==> src/rtl/rr_sel4_pkg.sv <==
// Shared constants and FSM state type for the rr_sel4_arb round-robin capture stage.
package rr_sel4_pkg;

    localparam int NUM_CH = 4;
    localparam int SEL_W  = 2;

    typedef enum logic {
        ST_EMPTY = 1'b0,
        ST_FULL  = 1'b1
    } state_t;

    function automatic logic [NUM_CH-1:0] one_hot(input logic [SEL_W-1:0] idx);
        logic [NUM_CH-1:0] vec;
        vec      = '0;
        vec[idx] = 1'b1;
        return vec;
    endfunction

endpackage

==> src/rtl/rr_pick4.sv <==
// Rotate-priority encoder: first requester after the last grant wins.
// With RR_SEL_PRIO_EN defined, req[0] overrides the rotation.
module rr_pick4
    import rr_sel4_pkg::*;
(
    input  logic [NUM_CH-1:0] req,
    input  logic [SEL_W-1:0]  last,
    output logic [SEL_W-1:0]  pick,
    output logic              pick_vld
);

    logic [SEL_W-1:0] idx;

    // Walk from farthest to nearest so the channel right after last is written last and wins.
    always_comb begin
        pick = last;
        idx  = last;
        for (int i = NUM_CH; i >= 1; i--) begin
            idx = last + SEL_W'(i);
            if (req[idx]) begin
                pick = idx;
            end
        end
`ifdef RR_SEL_PRIO_EN
        if (req[0]) begin
            pick = '0;
        end
`endif
        pick_vld = |req;
    end

endmodule

==> src/rtl/rr_sel4_arb.sv <==
// Round-robin arbiter plus one-entry valid/ready capture register around an external mux4_1.
// Optional strict priority for channel 0 is enabled by RR_SEL_PRIO_EN.
module rr_sel4_arb
    import rr_sel4_pkg::*;
#(
    parameter int W = 4
) (
    input  logic              clk,
    input  logic              rst_n,
    input  logic [NUM_CH-1:0] req,
    output logic [SEL_W-1:0]  select,
    input  logic [W-1:0]      mux_out,
    output logic [NUM_CH-1:0] gnt,
    output logic              out_valid,
    input  logic              out_ready,
    output logic [W-1:0]      out_data,
    output logic [SEL_W-1:0]  out_src
);

    state_t           state;
    state_t           next_state;
    logic [SEL_W-1:0] last;
    logic [SEL_W-1:0] sel_hold;
    logic [SEL_W-1:0] pick;
    logic             pick_vld;
    logic             can_load;
    logic             load;

    rr_pick4 u_pick (
        .req      (req),
        .last     (last),
        .pick     (pick),
        .pick_vld (pick_vld)
    );

    // Gating load with rst_n keeps gnt quiet while reset is held.
    assign can_load  = (state == ST_EMPTY) || out_ready;
    assign load      = can_load && pick_vld && rst_n;
    assign out_valid = (state == ST_FULL);

    always_comb begin
        next_state = state;
        gnt        = '0;
        select     = pick_vld ? pick : sel_hold;
        if (load) begin
            next_state = ST_FULL;
            gnt        = one_hot(pick);
        end else if (can_load) begin
            next_state = ST_EMPTY;
        end
    end

    always_ff @(posedge clk or negedge rst_n) begin
        if (!rst_n) begin
            state <= ST_EMPTY;
        end else begin
            state <= next_state;
        end
    end

    // sel_hold tracks the last granted channel for select; last is the rotation pointer,
    // and the two differ only when channel 0 priority grants skip the pointer update.
    always_ff @(posedge clk or negedge rst_n) begin
        if (!rst_n) begin
            out_data <= '0;
            out_src  <= '0;
            sel_hold <= '0;
            last     <= SEL_W'(NUM_CH - 1);
        end else if (load) begin
            out_data <= mux_out;
            out_src  <= pick;
            sel_hold <= pick;
`ifdef RR_SEL_PRIO_EN
            if (pick != '0) begin
                last <= pick;
            end
`else
            last     <= pick;
`endif
        end
    end

endmodule
==> config.mk <==
export PLATFORM = sky130hd
export DESIGN_NAME = rr_sel4_arb
export DESIGN_NICKNAME = d
export VERILOG_FILES = /design/src/rtl/rr_sel4_pkg.sv /design/src/rtl/rr_pick4.sv /design/src/rtl/rr_sel4_arb.sv
export SDC_FILE = /design/constraint.sdc
export NUM_CORES = 1
export LEC_CHECK = 0
export ABC_AREA = 0
export ABC_CLOCK_PERIOD_IN_PS = 3300
export CORE_MARGIN = 4
export CORE_UTILIZATION = 40
export DETAILED_ROUTE_END_ITERATION = 16
export PLACE_DENSITY = 0.78
export SLEW_MARGIN = 5
export SYNTH_ARGS = -nofsm -noshare
export SYNTH_HDL_FRONTEND = slang
export SYNTH_SLANG_ARGS = --single-unit
==> constraint.sdc <==
create_clock -name clk -period 3.3 [get_ports clk]
set_input_delay 0.66 -clock clk [delete_from_list [all_inputs] [get_ports clk]]
set_output_delay 0.66 -clock clk [all_outputs]
set_load 0.01 [all_outputs]
==> reports/qor.yml <==
finClkSkew_ns: 0.00763
cts_buffer_depth: 2
ctsHoldBuffers: 0
clk_latency_ns: 0.25
fin_worst_hold_slack_ns: 0.508
fmax_mhz: 309
final_cell_mix: "clkdlybuf4s50_1, nor2_1, a21oi_1, dfrtp_1"
wire_per_inst_microns: 12.3
final_core_util_pct: 68.5
synth_fp_nets: 63
rsz0062_at_grt: "no"
rows: 12
ys_seq_area_share_pct: 43.4
dieWidth_microns: 44.2
worstPathMaxFanout: 8
die_h_microns: 44.2
dp_hpwl_microns: 922
synth_top_area_share_pct: 33.4
routed_wirelength_microns: 1150
peakVddDrop_mv: 0.347
finalSetupTns_ns: 0
post-route-period-util_pct: 97.9
critPathLaunchType: "input port"
finalCriticalPeriod_ns: 3.23
synthTopCellsByArea: "dfrtp_1, mux2_4, dfstp_2, a21oi_1, nor2_1"
drive_above_1_share_pct: 22.5
globalRouteOverflowTotal: 0
worstSetupPathType: "in -> out"
pin_count: 24
syn_area_sq_um: 524
hp-class: "reg -> reg"
yosysUniqueCellTypes: 20
viasPerCell: 5.12
slew_headroom_pct: 74.3
clock_power_share_pct: 17.7
max_cap_viol_count: 0
synthArstFlopShare_pct: 100
cp.required_ns: 2.64
grt_pass1_wl_microns: 1920
fin_nets: 92
yosys.area.top_type: "dfrtp_1"
layout_commonest_cell: "clkdlybuf4s50_1"
cts_root_buffer: "clkbuf_4"
combPwrFrac_pct: 46.7
grt_max_degree: 11
p_per_area_mw_per_mm2: 580
ys.flop_type: "dfrtp_1"
diodes: 0
intPower_uw: 316
outcome: "finished clean"
tritoncts: "built"
power.leakage_nw: 0.356
firstDrtPassIters: 4
ant_nets: 0
coreArea_sq_mm: 0.00117
ys_ff_latch: 9
crit_path_end_kind: "output port"
synth_edf_count: 0
vias: 481
hold_viol: 0
avgSynthCellArea_sq_um: 10.1
seqPwrFrac_pct: 35.6
cts.clk_slew.worst_paths_ns: 0.06
p_total_uw: 465
cts_num_sinks: 9
syn_inst: 52
fillers: 107
cts_max_level: 1
initial_core_util_pct: 44.8
grt_usage_pct: 12.8
grt_pass1_vias: 431
initialDrtViolationCount: 13
drv_slew: 0
setup_viol: 0
dieArea_sq_mm: 0.00195
worstPathArrival_ns: 2.57
yosysWarnings: 0
gp_congestion: 0.715
antenna_found_initial: 0
portBuffers: 23
power_switching_uw: 150
cts_buffers: 3
switching_share_pct: 32.2
area.growth.synth_to_final_pct: 53.0
worst_pin_slew_ns: 0.385
drc: 0
-- power by group through the flow --
stage / sequential, mW / combinational [mW] / clock, mW
after floorplan: 0.170 / 0.0953 / 0
after global placement: 0.167 / 0.201 / 0
after detailed placement: 0.166 / 0.205 / 0
after CTS: 0.165 / 0.206 / 0.0843
after global routing: 0.170 / 0.234 / 0.0940
final: 0.166 / 0.217 / 0.0824
-- worst paths after layout --
check                               start          end  slack (ns)  cells after the start
worst max register to register    last[1]   out_src[0]        1.74                      5
max in group asynchronous           rst_n      last[1]        2.35                      2
worst max-delay path               req[3]       gnt[3]        0.07                      5
worst min-delay path            out_valid    out_valid        0.51                      2
worst min register to register  out_valid    out_valid        0.51                      2
min in group asynchronous           rst_n  out_data[3]        0.72                      2
-- per-stage QoR --
stage,area (sq um),setup WS (ns),std cells
2_1_floorplan,524,0.725,52
4_1_cts,783,0.0314,93
3_3_place_gp,757,0.0697,89
6_report,802,0.0688,94
3_5_place_dp,757,0.0404,89
5_1_grt,802,0.00452,94
-- metal layers --
layer,part of all wire [%],wire length (microns),global-route usage [%],vias to the layer above
met3,6.4,74,4.47,0
met5,0,0,0,-
li1,-,-,-,239
met2,51,589,22.4,16
met4,0,0,1.81,0
met1,42,488,15.3,226
-- logic make-up (layout without fill, tap and decap cells) --
family          count (synthesis)  count (layout)  synth area share (%)
flops                           9               9                  43.4
simple gates                   19              19                  20.5
buf+inv                         6              34                  9.31
compound gates                 14              14                  15.3
mux                             4               4                  11.5
-- Yosys cell counts, types with 2 or more instances --
| cell | number |
|---|---|
| dfrtp_1 | 7 |
| a21oi_1 | 7 |
| nand2b_1 | 2 |
| nor2_1 | 7 |
| and3_1 | 2 |
| buf_6 | 2 |
| dfstp_2 | 2 |
| inv_1 | 3 |
| mux2_4 | 4 |
| o21ai_0 | 4 |
| nand2_1 | 3 |
-- registers in the layout (all words and copies together), names as in the netlist --
name       flops
out_data       4
last           2
out_src        2
out_valid      1
-- cell type report --
cell class              count  area (sq um)  area share, %
repair buffers             27           260           32.4
clock buffers               4          26.3           3.28
flip-flops and latches      9           228           28.4
multi-input cells          37           259           32.3
well taps                  14          17.5           2.18
inverters                   3          11.3           1.40
-- what timing repair did --
item | 4_1_cts | 5_1_grt
setup endpoints to repair | 0 | 6
setup buffers | 0 | 1
gates resized for setup | 0 | 2
hold endpoints to repair | 0 | 0
-- worst max-delay path, cell delays in order --
cell and delay, ns:
clkdlybuf4s50_1 0.47, or4_4 0.58, and3_4 0.22, nor3b_2 0.15, clkdlybuf4s50_1 0.49
Power figures use the tool's default switching activity.
